File: config.mk
export PLATFORM = sky130hd
export DESIGN_NAME = fault_blinker
export DESIGN_NICKNAME = d
export VERILOG_FILES = /design/src/rtl/fault_blinker_pkg.sv /design/src/rtl/fault_blinker_tick_prescaler.sv /design/src/rtl/fault_blinker.sv
export SDC_FILE = /design/constraint.sdc
export NUM_CORES = 1
export LEC_CHECK = 0
export ABC_CLOCK_PERIOD_IN_PS = 3470
export CAP_MARGIN = 15
export CORE_MARGIN = 10
export CORE_UTILIZATION = 41
export CTS_CLUSTER_SIZE = 28
export DETAILED_ROUTE_END_ITERATION = 12
export PLACE_DENSITY = 0.6
export REMOVE_ABC_BUFFERS = 1
export SKIP_LAST_GASP = 1
export SLEW_MARGIN = 20
export SYNTH_ARGS = -nofsm -noshare
export SYNTH_HDL_FRONTEND = slang
export SYNTH_HIERARCHICAL = 1
export SYNTH_SLANG_ARGS = --single-unit
File: constraint.sdc
create_clock -name clk -period 3.47 [get_ports clk]
set_input_delay 0.347 -clock clk [delete_from_list [all_inputs] [get_ports clk]]
set_output_delay 0.347 -clock clk [all_outputs]
set_load 0.02 [all_outputs]
File: src/rtl/fault_blinker_pkg.sv
// Shared types and sizing helpers for the fault-code LED blinker.
package fault_blinker_pkg;

    typedef enum logic [1:0] {
        ST_IDLE = 2'd0,
        ST_ON   = 2'd1,
        ST_OFF  = 2'd2,
        ST_GAP  = 2'd3
    } state_e;

    // Bits needed to hold any value in 0..max_val (never less than 1).
    function automatic int unsigned cnt_width(input int unsigned max_val);
        return (max_val < 2) ? 1 : $clog2(max_val + 1);
    endfunction

    function automatic int unsigned max3(input int unsigned a, input int unsigned b,
                                         input int unsigned c);
        int unsigned m;
        m = (a > b) ? a : b;
        return (m > c) ? m : c;
    endfunction

endpackage

File: src/rtl/fault_blinker_tick_prescaler.sv
// Free-running tick divider with synchronous clear; tick pulses on the last count.
module tick_prescaler
    import fault_blinker_pkg::*;
#(
    parameter int unsigned TICK_DIV = 250000
) (
    input  logic clk,
    input  logic rst_n,
    input  logic clr,
    output logic tick
);

    localparam int unsigned CW = cnt_width(TICK_DIV - 1);

    logic [CW-1:0] cnt_q;

    assign tick = (cnt_q == CW'(TICK_DIV - 1));

    always_ff @(posedge clk or negedge rst_n) begin
        if (!rst_n) begin
            cnt_q <= '0;
        end else if (clr || tick) begin
            cnt_q <= '0;
        end else begin
            cnt_q <= cnt_q + CW'(1);
        end
    end

endmodule

File: src/rtl/fault_blinker.sv
// Status LED driver: mirrors the heartbeat, or blinks a latched fault code as N pulses plus a gap.
module fault_blinker
    import fault_blinker_pkg::*;
#(
    parameter int unsigned TICK_DIV  = 250000,
    parameter int unsigned ON_TICKS  = 20,
    parameter int unsigned OFF_TICKS = 30,
    parameter int unsigned GAP_TICKS = 150,
    parameter int unsigned CODE_W    = 4
) (
    input  logic              clk,
    input  logic              rst_n,
    input  logic              hb_in,
    input  logic [CODE_W-1:0] fault_code,
    output logic              led,
    output logic              busy,
    output logic              burst_done
);

    localparam int unsigned PW = cnt_width(max3(ON_TICKS, OFF_TICKS, GAP_TICKS) - 1);

    state_e            state_q;
    logic [PW-1:0]     phase_q;
    logic [CODE_W-1:0] rem_q;
    logic              led_q;

    logic              tick;
    logic              clr;
    logic              phase_end;
    logic [PW-1:0]     phase_last;

    always_comb begin
        phase_last = '0;
        case (state_q)
            ST_ON:   phase_last = PW'(ON_TICKS - 1);
            ST_OFF:  phase_last = PW'(OFF_TICKS - 1);
            ST_GAP:  phase_last = PW'(GAP_TICKS - 1);
            default: phase_last = '0;
        endcase
    end

    assign phase_end = (state_q != ST_IDLE) && tick && (phase_q == phase_last);
    // Holding the prescaler clear through IDLE makes the first ON phase full length.
    assign clr       = (state_q == ST_IDLE) || phase_end;

    tick_prescaler #(
        .TICK_DIV(TICK_DIV)
    ) u_prescaler (
        .clk  (clk),
        .rst_n(rst_n),
        .clr  (clr),
        .tick (tick)
    );

    always_ff @(posedge clk or negedge rst_n) begin
        if (!rst_n) begin
            state_q <= ST_IDLE;
            phase_q <= '0;
            rem_q   <= '0;
            led_q   <= 1'b0;
        end else begin
            if (state_q == ST_IDLE || phase_end) begin
                phase_q <= '0;
            end else if (tick) begin
                phase_q <= phase_q + PW'(1);
            end

            case (state_q)
                ST_IDLE: begin
                    led_q <= hb_in;
                    if (fault_code != '0) begin
                        rem_q   <= fault_code;
                        state_q <= ST_ON;
                        led_q   <= 1'b1;
                    end
                end
                ST_ON: begin
                    if (phase_end) begin
                        rem_q   <= rem_q - CODE_W'(1);
                        state_q <= (rem_q == CODE_W'(1)) ? ST_GAP : ST_OFF;
                        led_q   <= 1'b0;
                    end
                end
                ST_OFF: begin
                    if (phase_end) begin
                        state_q <= ST_ON;
                        led_q   <= 1'b1;
                    end
                end
                ST_GAP: begin
                    // fault_code is only re-sampled here, so a running burst always completes.
                    if (phase_end) begin
                        if (fault_code != '0) begin
                            rem_q   <= fault_code;
                            state_q <= ST_ON;
                            led_q   <= 1'b1;
                        end else begin
                            state_q <= ST_IDLE;
                            led_q   <= hb_in;
                        end
                    end
                end
                default: begin
                    state_q <= ST_IDLE;
                    led_q   <= 1'b0;
                end
            endcase
        end
    end

    assign led        = led_q;
    assign busy       = (state_q != ST_IDLE);
    assign burst_done = (state_q == ST_GAP) && phase_end;

endmodule

==> results of run 1 <==
## cell usage in the layout (no fill, tap or decap), types with 2 or more instances in the layout
| cell | instances |
|---|---|
| nor2_1 | 34 |
| dfrtp_1 | 33 |
| xnor2_1 | 17 |
| inv_1 | 12 |
| nand2_1 | 10 |
| nand4_1 | 10 |
| clkdlybuf4s50_1 | 9 |
| nor4_1 | 9 |
| xor2_1 | 8 |
| ha_1 | 8 |
| mux2i_1 | 7 |
| nand3_1 | 6 |
| clkbuf_8 | 5 |
| nor3_1 | 4 |
| o31ai_1 | 3 |
| a21oi_1 | 3 |
| nor2b_1 | 3 |
| buf_4 | 3 |
| a31oi_1 | 2 |
## critical path, stage by stage (launching register included)
cell             delay [ns]
dfrtp_1                0.46
nor4_2                 0.34
nand4_1                0.21
nor4_1                 0.30
nand2_1                0.16
nor4_4                 0.35
and3_2                 0.22
clkdlybuf4s50_1        0.60
## metrics by stage
stage	setup WS [ns]	hold slack, ns	utilization
after floorplan	0.197	0.0514	-
after global placement	0.465	0.473	0.464
after detailed placement	0.379	0.490	0.464
after CTS	0.0389	0.468	0.490
after global routing	-0.00104	0.480	0.492
final	0.188	0.455	0.492
## power breakdown
group / internal, mW / switching, mW
Clock: 0.215 / 0.157
Sequential: 0.387 / 0.00173
Combinational: 0.0122 / 0.0151
## final timing paths
path                                                     start                               to  slack [ns]  cells after the start
worst min-delay path                                     rst_n  u_prescaler/cnt_q[15]$_DFF_PN0_        0.45                      2
worst max register to register  u_prescaler/cnt_q[8]$_DFF_PN0_   u_prescaler/cnt_q[5]$_DFF_PN0_        0.61                     10
worst max-delay path            u_prescaler/cnt_q[8]$_DFF_PN0_                       burst_done        0.19                      7
worst min register to register  u_prescaler/cnt_q[0]$_DFF_PN0_   u_prescaler/cnt_q[0]$_DFF_PN0_        0.49                      1
min in group clk                u_prescaler/cnt_q[0]$_DFF_PN0_   u_prescaler/cnt_q[0]$_DFF_PN0_        0.49                      1
max in group asynchronous                                rst_n   u_prescaler/cnt_q[2]$_DFF_PN0_        2.71                      2
## state kept, by name, indices dropped and copies added (netlist names)
name / cells
u_prescaler/cnt_q: 18
led: 1
rem_q: 4
state_q: 2
phase_q: 8
## metal layers
layer	vias up	track usage
met1	706	0.132
met5	-	0
met2	29	0.164
met4	0	0.0414
met3	7	0.0371
li1	701	-
## kinds of logic (layout without fill, tap and decap cells)
group | Yosys count | after routing | synth area share
xor gates and xnor gates | 25 | 25 | 0.115
DFF | 33 | 33 | 0.433
AOI/OAI and AO/OA | 16 | 16 | 0.0728
buffers and inverters | 19 | 32 | 0.0420
adders and majority gates | 8 | 8 | 0.0525
and+or+nand+nor | 86 | 86 | 0.234
muxes | 9 | 9 | 0.0505
## layout make-up
cell class                 count  area (sq um)  area share
tap                           52          65.1      0.0300
sequential                    33           826       0.380
clock buffer                   5          68.8      0.0317
inverter                      12          45.0      0.0207
multi-input combinational    144          1010       0.464
timing repair buffer          12           113      0.0519
clock inverter                 3          46.3      0.0213
## what timing repair did
item                       in CTS  in global routing
gates resized for setup         0                  1
hold buffers                    0                  0
setup endpoints to repair       0                  1
==> metrics.txt, run 1 <==
Placed Cells=253; post-CTS setup buffers=0; post-route cell area=2170 sq um; post-synth top area cell=dfrtp_1; max-slew violations=0; share of synthesized area occupied by flip-flops and latches=0.433; commonest cells in the netlist=nor2_1 (34), dfrtp_1 (33), xnor2_1 (17); Final ANT Viol Nets=0; number of flops mapped to enable cells by yosys=0; clk slew on worst S/H paths=0.08 ns; metal3 WL=168 um; Vias per Instance=5.53; TritonCTS Buffers=5; Die Wd=88.2 um; fin cells=261; n_diodes=0; WS Path Type=flip-flop to output pin; DR WL met2=roughly 1800 um; Setup crit end kind=output pin; DP Area=2050 sq um; Yosys cell types=38; IO buf count=9; crit path DAT=roughly 3 ns; pin count of the biggest net entering global routing=34; CTS Sinks=33; Core Rows=24; die height=88.2 um; Highest Signal Layer=met4; Detailed Place HPWL=2750 um; Ports=10; Hold Vio Cnt, Final=0; post-DR wirelength/cell=between 10 and 15 um; nets@finish=223; setup TNS=0 ns; Startpoint Class=flip-flop; Initial DRT Pass Iterations=4; top-count cell post-synth=nor2_1; maximum VDD drop=0.255 mV; first-pass GRT wire length=roughly 6600 um; critical path peak fanout=6; fill cell count=around 420; min-delay worst type=input pin to async pin; Post-Route WL=3780 um; GP Congestion=0.801; fmax=between 300 and 400 MHz; status=finished, final reports clean; Max Root-Sink Buffers=2; die area=7780 sq um; antenna violations before repair=0; Metal-1 WL=1780 um; fin crit share=0.946; CTS root buf=clkbuf_8; PD cells=363 nW/um^2; Main synth FF type=dfrtp_1; number of global-route vias before repair=1,446; # Max-Cap Violations=0; Final Power=between 700 and 800 uW; clock skew=0.00778 ns; top post-synthesis cells by area=dfrtp_1 (43%), xnor2_1 (7.8%), nor2_1 (6.7%); slew margin rel.=0.399; initial drt markers=96; DR vias=1,443; Overall Global Routing Usage=0.106; Synth top area share=0.433; Mapped Cells=196; worst-margin pin slew=0.898 ns; cell area after synthesis=between 1500 and 2000 sq um; synthesized flop and latch total=33; syn_area_per_cell=9.73 sq um; Leakage=0.971 nW; Tmin final=3.28 ns; Yosys warnings=6; GRT Residual Overflow=0; worst skew pair latency=0.29 ns; layout cell share with drive strength beyond 1=0.110; Worst Path Required=between 3 and 4 ns; final setup fails=0; clock tree from TritonCTS=done; Syn-to-layout area delta=13.8%; H-Tree Depth=2; Core Area=about 4400 sq um; proportion of synthesized flip-flops having asynchronous set or reset=1.00; initial core utilization=0.432; DRC=0
No activity file was read; power rests on OpenSTA's default activity.
==> run 2: changes to the inputs <==
Settings changed: CORE_MARGIN 10 to unset, HOLD_SLACK_MARGIN set to 0.1, REMOVE_ABC_BUFFERS 1 to unset.
==> metrics.txt, run 2 (synthesized netlist as in run 1, its figures left out) <==
status=finished, final reports clean; Tmin final=between 3 and 4 ns; post-CTS setup buffers=0; pin count of the biggest net entering global routing=34; WS Path Type=flip-flop to output pin; first-pass GRT wire length=6360 um; Die Wd=70.2 um; DRC=0; commonest cells after routing, fill and taps aside=nor2_1 (34), dfrtp_1 (33), xnor2_1 (17); commonest non-fill, non-tap cell in the layout=nor2_1; initial core utilization=0.432; nets@finish=223; fin crit share=0.949; Worst Path Required=~3.1 ns; Overall Global Routing Usage=0.165; min-delay worst type=input pin to async pin; syn_nets=211; Hold Vio Cnt, Final=0; fill cell count=417; die height=70.2 um; H-Tree Depth=2; critical path peak fanout=4; worst-margin pin slew=0.871 ns; Core Area=4410 sq um; RSZ-0062 raised after global routing=no; Reg-to-Reg Start=u_prescaler/cnt_q[11]$_DFF_PN0_; max-slew violations=0; IO buf count=9; crit path DAT=2.95 ns; layout cell share with drive strength beyond 1=0.100; Final Power=693 uW; initial drt markers=97; hold-fix buffer count after cts=0; CP Launch Point=u_prescaler/cnt_q[11]$_DFF_PN0_; # Max-Cap Violations=0; Leakage=0.961 nW; GRT Residual Overflow=0; Post-Route WL=3650 um; Ports=10; die area=4930 sq um; n_diodes=0; clock skew=around 0.014 ns; Final ANT Viol Nets=0; Startpoint Class=flip-flop; Largest register FFs=18; slew margin rel.=0.417; clock tree from TritonCTS=done; Regs by FF count=u_prescaler/cnt_q (18), phase_q (8), rem_q (4); maximum VDD drop=0.175 mV; Syn-to-layout area delta=11.8%; setup TNS=0 ns; antenna violations before repair=0; Final Core Density=0.483; Max Root-Sink Buffers=2; CTS root buf=clkbuf_8; PD cells=approximately 330 nW/um^2; Setup crit end kind=output pin; post-DR wirelength/cell=between 10 and 15 um; fmax=between 300 and 400 MHz; number of gates resized after cts=0; Core Rows=24; DR vias=1,424; TritonCTS Buffers=5; clk slew on worst S/H paths=around 0.070 ns; Biggest register=u_prescaler/cnt_q; final setup fails=0; Vias per Instance=roughly 5.5; number of global-route vias before repair=1,442; CTS Sinks=33; worst skew pair latency=0.29 ns; Initial DRT Pass Iterations=4; GP Congestion=approximately 0.9; Detailed Place HPWL=2680 um
==> run 2: critical path, stage by stage (launching register included) <==
cell             delay (ns)
dfrtp_1                0.41
or4_4                  0.57
nor4_1                 0.35
nand2_1                0.15
nor4_4                 0.36
and3_2                 0.22
clkdlybuf4s50_1        0.59
==> run 2: power by group <==
group | switching [mW] | total [mW] | leakage (nW) | internal [mW]
sequential | 0.00172 | 0.389 | 0.429 | 0.387
combinational | 0.0148 | 0.0270 | 0.487 | 0.0122
clock | 0.139 | 0.277 | 0.0450 | 0.139
==> run 2: layer usage <==
layer / track usage / wire length (um)
met5: 0 / 0
met4: 0.0933 / 95
met3: 0.0375 / 134
met2: 0.259 / 1710
met1: 0.209 / 1700
==> run 2: area by class of cell <==
cell class / count / area, sq um / share of cell area
inverter: 12 / 45.0 / 0.0211
multi-input combinational: 144 / 1000 / 0.469
sequential: 33 / 826 / 0.387
clock buffer: 6 / 72.6 / 0.0340
timing repair buffer: 12 / 113 / 0.0528
clock inverter: 2 / 10.0 / 0.00469
tap: 52 / 65.1 / 0.0305
==> run 2: path summary, 6_finish.rpt <==
| path | endpoint | slack (ns) | cells after the start |
|---|---|---|---|
| hold reg to reg | u_prescaler/cnt_q[0]$_DFF_PN0_ | 0.49 | 1 |
| hold / removal | phase_q[7]$_DFFE_PN0P_ | 0.45 | 2 |
| setup reg to reg | u_prescaler/cnt_q[5]$_DFF_PN0_ | 0.61 | 9 |
| max in group asynchronous | rem_q[1]$_DFFE_PN0P_ | 2.71 | 2 |
| setup / recovery | burst_done | 0.18 | 6 |
| min in group clk | u_prescaler/cnt_q[0]$_DFF_PN0_ | 0.49 | 1 |
==> run 2: per-stage QoR <==
step	cell area [sq um]	worst slack [ns]	std cells	hold WS [ns]
finish	2130	0.178	261	0.452
global route	2130	0.0384	261	0.491
CTS	2130	0.129	261	0.469
detailed placement	2050	0.453	253	0.481
global placement	2050	0.489	253	0.473
floorplan	1910	0.558	196	0.0514
